==> src/rtl/fxp_pkg.sv <==
// fxp_pkg: shared definitions for the fixed-point to integer rounding pipeline.
//   - Rounding mode codes (codes 6 and 7 are reserved).
//   - saturate(): clamps a wide signed value into the signed range of 'ow' bits.
package fxp_pkg;

    localparam logic [2:0] MODE_FLOOR = 3'd0;
    localparam logic [2:0] MODE_CEIL  = 3'd1;
    localparam logic [2:0] MODE_HUP   = 3'd2;  // half toward +inf
    localparam logic [2:0] MODE_AWAY  = 3'd3;  // half away from zero
    localparam logic [2:0] MODE_EVEN  = 3'd4;  // half to even
    localparam logic [2:0] MODE_TRUNC = 3'd5;  // toward zero

    // Values arrive sign-extended to 64 bits, so any ow up to 63 works.
    function automatic logic signed [63:0] saturate(input logic signed [63:0] v,
                                                    input int unsigned      ow);
        logic signed [63:0] mx;
        logic signed [63:0] mn;
        mx = (64'sd1 <<< (ow - 1)) - 64'sd1;
        mn = -(64'sd1 <<< (ow - 1));
        if (v > mx)      return mx;
        else if (v < mn) return mn;
        else             return v;
    endfunction

endpackage

==> src/rtl/fxp_round_inc.sv <==
// fxp_round_inc: combinational rounding increment.
//   frac   : fraction bits of the sample
//   sign   : sign of the sample
//   fl_lsb : LSB of floor(sample), used by round-half-to-even
//   mode   : rounding mode code
//   inc    : 1 when the floor value must be bumped by one
//   err    : reserved mode code (result falls back to floor)
module fxp_round_inc
    import fxp_pkg::*;
#(
    parameter int FW = 1
) (
    input  logic [FW-1:0] frac,
    input  logic          sign,
    input  logic          fl_lsb,
    input  logic [2:0]    mode,
    output logic          inc,
    output logic          err
);
    localparam logic [FW-1:0] HALF = FW'(1) << (FW - 1);

    logic half, gt, nz;

    assign half = (frac == HALF);
    assign gt   = (frac > HALF);
    assign nz   = (frac != '0);

    always_comb begin
        inc = 1'b0;
        err = 1'b0;
        case (mode)
            MODE_FLOOR: inc = 1'b0;
            MODE_CEIL:  inc = nz;
            MODE_HUP:   inc = gt || half;
            MODE_AWAY:  inc = gt || (half && !sign);
            MODE_EVEN:  inc = gt || (half && fl_lsb);
            MODE_TRUNC: inc = nz && sign;
            default:    err = 1'b1;
        endcase
    end

endmodule

==> src/rtl/fxp_round_pipe.sv <==
// fxp_round_pipe: two-stage valid/ready pipeline converting signed fixed point
// (IW integer bits incl. sign, FW fraction bits) to a saturated OW-bit integer.
//   clk, rst                      : clock, synchronous active-high reset
//   in_valid/in_ready/in_data/in_mode : input stream (mode chosen per sample)
//   out_valid/out_ready           : output stream handshake
//   out_data                      : rounded, saturated integer
//   out_sat/out_inexact/out_err   : clamped / nonzero fraction / reserved mode
//   sat_cnt, cnt_clr              : sticky count of transferred saturated results
module fxp_round_pipe
    import fxp_pkg::*;
#(
    parameter int IW = 4,
    parameter int FW = 1,
    parameter int OW = 4,
    parameter int CW = 16
) (
    input  logic                 clk,
    input  logic                 rst,
    input  logic                 in_valid,
    output logic                 in_ready,
    input  logic [IW+FW-1:0]     in_data,
    input  logic [2:0]           in_mode,
    output logic                 out_valid,
    input  logic                 out_ready,
    output logic signed [OW-1:0] out_data,
    output logic                 out_sat,
    output logic                 out_inexact,
    output logic                 out_err,
    output logic [CW-1:0]        sat_cnt,
    input  logic                 cnt_clr
);
    logic                 s1_valid;
    logic signed [IW-1:0] s1_fl;
    logic [FW-1:0]        s1_frac;
    logic                 s1_sign;
    logic [2:0]           s1_mode;

    logic                 s2_adv;
    logic                 inc, err;
    logic signed [IW:0]   r;
    logic signed [63:0]   r64, rsat;

    // Output stage frees up when empty or draining; stage 1 can take a new
    // sample whenever it is empty or moving forward.
    assign s2_adv   = !out_valid || out_ready;
    assign in_ready = !s1_valid || s2_adv;

    fxp_round_inc #(.FW(FW)) u_inc (
        .frac   (s1_frac),
        .sign   (s1_sign),
        .fl_lsb (s1_fl[0]),
        .mode   (s1_mode),
        .inc    (inc),
        .err    (err)
    );

    // One extra bit so floor+1 at the top of the input range cannot wrap.
    assign r    = {s1_fl[IW-1], s1_fl} + $signed({{IW{1'b0}}, inc});
    assign r64  = 64'(r);
    assign rsat = saturate(r64, OW);

    always_ff @(posedge clk) begin
        if (rst) begin
            s1_valid    <= 1'b0;
            s1_fl       <= '0;
            s1_frac     <= '0;
            s1_sign     <= 1'b0;
            s1_mode     <= '0;
            out_valid   <= 1'b0;
            out_data    <= '0;
            out_sat     <= 1'b0;
            out_inexact <= 1'b0;
            out_err     <= 1'b0;
            sat_cnt     <= '0;
        end else begin
            if (in_ready) begin
                s1_valid <= in_valid;
                if (in_valid) begin
                    // Upper IW bits are the arithmetic shift right by FW.
                    s1_fl   <= in_data[IW+FW-1:FW];
                    s1_frac <= in_data[FW-1:0];
                    s1_sign <= in_data[IW+FW-1];
                    s1_mode <= in_mode;
                end
            end

            if (s2_adv) begin
                out_valid <= s1_valid;
                if (s1_valid) begin
                    out_data    <= rsat[OW-1:0];
                    out_sat     <= (rsat != r64);
                    out_inexact <= (s1_frac != '0);
                    out_err     <= err;
                end
            end

            if (cnt_clr)
                sat_cnt <= '0;
            else if (out_valid && out_ready && out_sat && (sat_cnt != '1))
                sat_cnt <= sat_cnt + 1'b1;
        end
    end

endmodule

==> config.mk <==
export PLATFORM = sky130hd
export DESIGN_NAME = fxp_round_pipe
export DESIGN_NICKNAME = d
export VERILOG_FILES = /design/src/rtl/fxp_pkg.sv /design/src/rtl/fxp_round_inc.sv /design/src/rtl/fxp_round_pipe.sv
export SDC_FILE = /design/constraint.sdc
export NUM_CORES = 1
export LEC_CHECK = 0
export ABC_AREA = 1
export BUFFER_PORTS_ARGS = -buffer_cell sky130_fd_sc_hd__clkbuf_2
export CAP_MARGIN = 25
export CELL_PAD_IN_SITES_DETAIL_PLACEMENT = 1
export CELL_PAD_IN_SITES_GLOBAL_PLACEMENT = 1
export CORE_ASPECT_RATIO = 0.9
export CORE_UTILIZATION = 37
export DETAILED_ROUTE_END_ITERATION = 12
export PLACE_DENSITY_LB_ADDON = 0.1
export SYNTH_ARGS = -nofsm -noshare
export SYNTH_HDL_FRONTEND = slang
export SYNTH_SLANG_ARGS = --single-unit
==> constraint.sdc <==
create_clock -name clk -period 2.5 [get_ports clk]
set_clock_uncertainty 0.05 [all_clocks]
set_input_delay 0.5 -clock clk [delete_from_list [all_inputs] [get_ports clk]]
set_output_delay 0.5 -clock clk [all_outputs]
set_load 0.02 [all_outputs]
==> After elaboration in Yosys (flattened, before gate mapping) <==
Index checks and enable logic that the tools add are counted.
{ "totals": {"regBits": 34, "input_bits": 13, "out_inout_bits": 25, "word_cells": 46} }
{ "classes": {"muxes": 4, "n_eq_ne": 7, "add_sub_neg": 2, "magnitude_cmp": 3, "n_reduce_logical": 19} }
{ "op_table": {"columns": ["op", "n"], "rows": [
  ["2-to-1 mux 64 bit", 2],
  ["!= test 64 x 5 -> 1 bit", 1],
  ["adder 16 x 1 -> 16 bit, second input constant", 1],
  ["!= test 16 bit, second input constant", 1],
  ["equality test 3 x 2 -> 1 bit, second input constant", 2],
  ["equality test 3 bit, second input constant", 2],
  ["logical AND 1 bit", 6],
  ["OR reduction 6 bit", 1],
  ["adder 4 x 2 -> 5 bit", 1],
  ["greater-than comparator 5 x 4 -> 1 bit, second input constant", 1],
  ["logical OR 1 bit", 5],
  ["< comparator 5 x 4 -> 1 bit, second input constant", 1],
  ["one-hot mux 1 bit (5 select lines)", 1],
  ["AND reduction 2 bit", 2],
  ["equality test 3 x 1 -> 1 bit, second input constant", 1],
  ["zero test 1 bit", 3],
  ["zero test 3 bit", 1],
  ["OR reduction 2 bit", 1],
  ["greater-than comparator 1 bit, second input constant", 1],
  ["2-to-1 mux 1 bit", 1]
]} }

==> Longest topological paths before layout <==
{ "logic_depth": {"word_depth": 9, "mapped_depth": 12, "mapped_depth_nobuf": 12} }

==> Hierarchy <==
A second synthesis with hierarchy kept.
{ "unflattened": {"cells_unflattened": 255, "area_unflattened_um2": 1690.4} }
{ "by_module_without_submodules": {"columns": ["module", "area_per_inst_um2", "cells_each", "seq_area_each_um2", "n_inst"], "rows": [
  ["fxp_round_pipe", 1612.8, 238, 660.6, 1],
  ["fxp_round_inc", 77.6, 17, 0.0, 1]
]} }

==> Least setup slack after synthesis <==
Ideal clock, no wire load.
{ "synth_timing": {"path_kind": "reg-to-reg", "from": "register s1_fl[3]", "to": "register out_data[3]", "stages_incl_launch_ff": 12, "synth_period_minus_slack_ps": 1792, "path_buffers": 0, "t_arrival_ps": 1673, "setup_slack_ps": 708, "required_time_ps": 2380, "setup_ps": 70, "cell_sequence": "dfxtp_1 inv_1 nor2_1 nor2_1 a211oi_1 ha_1 nand3_1 xor2_1 ha_1 nor2_1 o21ai_0 a21oi_1"} }
{ "synth_via": {"elab_chain_len": 4, "elab_cells_between_ends": 5, "cone_classes": "1 x add/sub; 2 x order compare; 2 x mux"} }
{ "synth_lines": {"columns": ["item", "line_no", "source"], "rows": [
  ["start: declaration", "fxp_round_pipe.sv:33", "logic signed [IW-1:0] s1_fl;"],
  ["start signal: assignment", "fxp_round_pipe.sv:80", "s1_fl <= in_data[IW+FW-1:FW];"],
  ["adder 4 x 2 -> 5 bit (*)", "fxp_round_pipe.sv:58", "assign r = {s1_fl[IW-1], s1_fl} + $signed({{IW{1'b0}}, inc});"],
  ["< comparator 5 x 4 -> 1 bit", "fxp_pkg.sv:21", "else if (v < mn) return mn;"],
  ["2-to-1 mux 64 bit", "fxp_pkg.sv:21", null],
  ["2-to-1 mux 64 bit (*)", "fxp_pkg.sv:20", "if (v > mx) return mx;"],
  ["end signal: assignment", "fxp_round_pipe.sv:90", "out_data <= rsat[OW-1:0];"],
  ["end: declaration", "fxp_round_pipe.sv:25", "output logic signed [OW-1:0] out_data,"]
]} }
Every way passes the cells marked *; elsewhere a longest branch is shown, timed or not.
A chain may end at the register's enable or synchronous reset.

==> Worst setup path in the final report <==
Ends and elaborated chain as after synthesis.

==> qor.tcl <==
set qor(route.detailed.wl_per_inst_microns) 12.6
set qor(finalWeightedCongestion) 0.758
set qor(final_max_slew_viols) 0
set qor(place.detailed.hpwl_mm) 3.21
set qor(critical_path_class) {flip-flop to flip-flop}
set qor(postSynthRegisterBits) 33
set qor(critical_path_required_ps) 2670
set qor(die_x_microns) 72.3
set qor(timing.slew.headroom_pct) 73.7
set qor(layout.cells.most_common_list) {56 x sky130_fd_sc_hd__nand2_1, 41 x sky130_fd_sc_hd__nor2_1, 37 x sky130_fd_sc_hd__clkbuf_2}
set qor(synth_top_cell_area_share_pct) 40.1
set qor(port_buffers) 37
set qor(reg2reg_slack_ps) 410
set qor(viasPerCell) 4.84
set qor(p_leak_nw) 0.885
set qor(drv.max_cap_violation_count) 0
set qor(cp-end-kind) {flip-flop}
set qor(antenna_found_initial) 0
set qor(cts_hold_buffers) 0
set qor(fmax_ghz) 0.478
set qor(cts.sink_count) 33
set qor(layout.cells.most_common) {sky130_fd_sc_hd__nand2_1}
set qor(clkLatencyLatePin_ps) 290
set qor(clk_pin_slew_ps) 70
set qor(power_mw) 1.10
set qor(worstReg2RegEnd) {out_data[3]}
set qor(tritoncts) {yes}
set qor(grt_setup_unrepaired) {no}
set qor(initial_core_util_pct) 39.4
set qor(post-cts-setup-buffers) 0
set qor(power_density_nw_per_um2) 551
set qor(worst_ir_drop_vdd_mv) 0.286
set qor(wirelength_mm) 4.27
set qor(postCtsResizedCells) 0
set qor(number_of_top_level_pins) 38
set qor(globalRouteOverflowTotal) 0
set qor(placementRows) 22
set qor(cp-start-kind) {flip-flop}
set qor(crit_arrival_ps) 2260
set qor(netlist-cell-type-count) 23
set qor(mapped_nets) 253
set qor(synth.yosys.warnings) 0
set qor(post-route-drc-count) 0
set qor(period_share_pct) 83.7
set qor(tightest_slew_ps) 394
set qor(diodes_inserted) 0
set qor(first_pass_iters) 4
set qor(final_setup_vio_count) 0
set qor(worst_hold_path.endpoint) {s1_valid}
set qor(run_status) {finished clean}
set qor(post_route_cells_drive_above_1_share_pct) 22.6
set qor(syn_area_sq_um) 1650
set qor(hold_path_startpoint) {rst}
set qor(final_antenna_net_count) 0
set qor(synth-seq-area-share_pct) 40.1
set qor(height_of_the_chip_microns) 65.3
set qor(grt_pass1_vias) 1548
set qor(hold_viol) 0
set qor(reg2regPathDepth) 11
set qor(core_area_sq_um) 4180
set qor(drt_iter0_drc) 65
set qor(cts_made_buffers) 5
set qor(flow.area_growth_from_synthesis_pct) 21.3
set qor(largest_cells_by_area_after_synthesis) {sky130_fd_sc_hd__dfxtp_1 40%, sky130_fd_sc_hd__nand2_1 13%, sky130_fd_sc_hd__nor2_1 9.3%, sky130_fd_sc_hd__a21oi_1 6.4%, sky130_fd_sc_hd__o21ai_0 5.8%}
set qor(cts.root.buffer_cell) {sky130_fd_sc_hd__clkbuf_8}
set qor(largest_net_degree_at_the_start_of_global_routing) 16
set qor(die_area_sq_um) 4720
set qor(nets) 295
set qor(post-synth-top-area-cell) {sky130_fd_sc_hd__dfxtp_1}
set qor(reg2reg_from) {s1_fl[3]}
set qor(hold_class) {input port to flip-flop}
set qor(gr-usage-all-layers_pct) 20.2
set qor(clock_path_buffers) 2
set qor(crit_path_max_fanout) 4
set qor(post_synthesis_area_per_instance_sq_um) 6.98
set qor(synthCells) 236
set qor(grt_pass1_wl_mm) 7.27
set qor(vias) 1642
set qor(min_delay_path_depth) 2
set qor(htreeDepth) 2
set qor(totalNegativeSetupSlack_ps) 0
set qor(finalWorstPathRequiredPeriod_ps) 2090
## state kept, by name, summed over array words and instances, names as in the netlist
register and cells:
s1_valid 1, out_err 1, s1_mode 3, out_valid 1
s1_frac 1, out_sat 1, sat_cnt 16, out_data 4
out_inexact 1, s1_fl 4
## worst max-delay path by stage
stage             start     endpoint  slack, ps  cells after the start
5_1_grt        s1_fl[3]  out_data[3]        260                     11
6_report       s1_fl[3]  out_data[3]        410                     11
4_1_cts        s1_fl[3]  out_data[3]        410                     11
2_1_floorplan  s1_fl[3]  out_data[3]        710                     11
3_5_place_dp   s1_fl[3]  out_data[3]        420                     11
3_3_place_gp   s1_fl[3]  out_data[3]        530                     11
## stage by stage
| stage | setup slack (ps) | area (sq um) | instances | hold slack [ps] | utilization, % |
|---|---|---|---|---|---|
| 2_1_floorplan | 708 | 1650 | 236 | 422 | - |
| 3_3_place_gp | 533 | 1900 | 331 | 414 | 45.3 |
| 3_5_place_dp | 420 | 1900 | 331 | 425 | 45.3 |
| 4_1_cts | 408 | 2000 | 339 | 389 | 47.7 |
| 5_1_grt | 262 | 2000 | 339 | 404 | 47.7 |
| 6_report | 408 | 2000 | 339 | 395 | 47.7 |
## kinds of logic after synthesis
logic type | after synthesis | share of synthesized area, %
AND/OR/NAND/NOR | 129 | 35.0
flip-flops | 33 | 40.1
XOR/XNOR | 7 | 3.72
AO/OA/AOI/OAI | 41 | 12.6
adder cells (fa/ha/maj) | 4 | 3.04
buffers and inverters | 22 | 5.55
## power breakdown
part | switching [mW] | internal [mW] | total [mW]
logic | 0.0589 | 0.0332 | 0.0920
clock network | 0.201 | 0.249 | 0.449
registers | 0.0140 | 0.545 | 0.559
total | 0.273 | 0.827 | 1.10
## worst max-delay path, stage by stage, from the launching register on
cell	delay [ps]
sky130_fd_sc_hd__dfxtp_1	360
sky130_fd_sc_hd__inv_1	90
sky130_fd_sc_hd__nor2_1	90
sky130_fd_sc_hd__nor2_1	50
sky130_fd_sc_hd__a211oi_1	190
sky130_fd_sc_hd__ha_1	210
sky130_fd_sc_hd__nand3_1	120
sky130_fd_sc_hd__xor2_1	180
sky130_fd_sc_hd__ha_1	180
sky130_fd_sc_hd__nor2_1	230
sky130_fd_sc_hd__o21ai_0	140
sky130_fd_sc_hd__a21oi_1	140
## synth_stat cells
library cell / count
sky130_fd_sc_hd__a211oi_1: 1
sky130_fd_sc_hd__a21oi_1: 21
sky130_fd_sc_hd__buf_6: 1
sky130_fd_sc_hd__clkbuf_1: 2
sky130_fd_sc_hd__clkinv_1: 1
sky130_fd_sc_hd__clkinv_2: 1
sky130_fd_sc_hd__dfxtp_1: 33
sky130_fd_sc_hd__ha_1: 4
sky130_fd_sc_hd__inv_1: 16
sky130_fd_sc_hd__inv_2: 1
sky130_fd_sc_hd__nand2_1: 56
sky130_fd_sc_hd__nand2_2: 3
sky130_fd_sc_hd__nand2_4: 3
sky130_fd_sc_hd__nand3_1: 14
sky130_fd_sc_hd__nand4_1: 2
sky130_fd_sc_hd__nor2_1: 41
sky130_fd_sc_hd__nor2_2: 4
sky130_fd_sc_hd__nor2_4: 3
sky130_fd_sc_hd__nor3_1: 1
sky130_fd_sc_hd__o21ai_0: 19
sky130_fd_sc_hd__or2_2: 2
sky130_fd_sc_hd__xnor2_1: 2
sky130_fd_sc_hd__xor2_1: 5
## final cells by class
type                            instances  area, sq um
Tap cell                               60         75.1
Inverter                               19         72.6
Timing Repair Buffer                   38          193
Fill cell                             557         2190
Clock buffer                            7         96.3
Sequential cell                        33          661
Clock inverter                          1         5.00
Multi-Input combinational cell        181          895
## metal layers
layer | vias to the layer above | part of all wire [%] | wire [microns] | GRT usage (%)
met5 | - | 0 | 0 | 0
li1 | 842 | - | - | -
met4 | 0 | 1.5 | 65 | 8.58
met1 | 765 | 53 | 2260 | 28.7
met2 | 28 | 42 | 1800 | 29.2
met3 | 7 | 3.3 | 139 | 4.14
(Power assumes the default switching activity.)
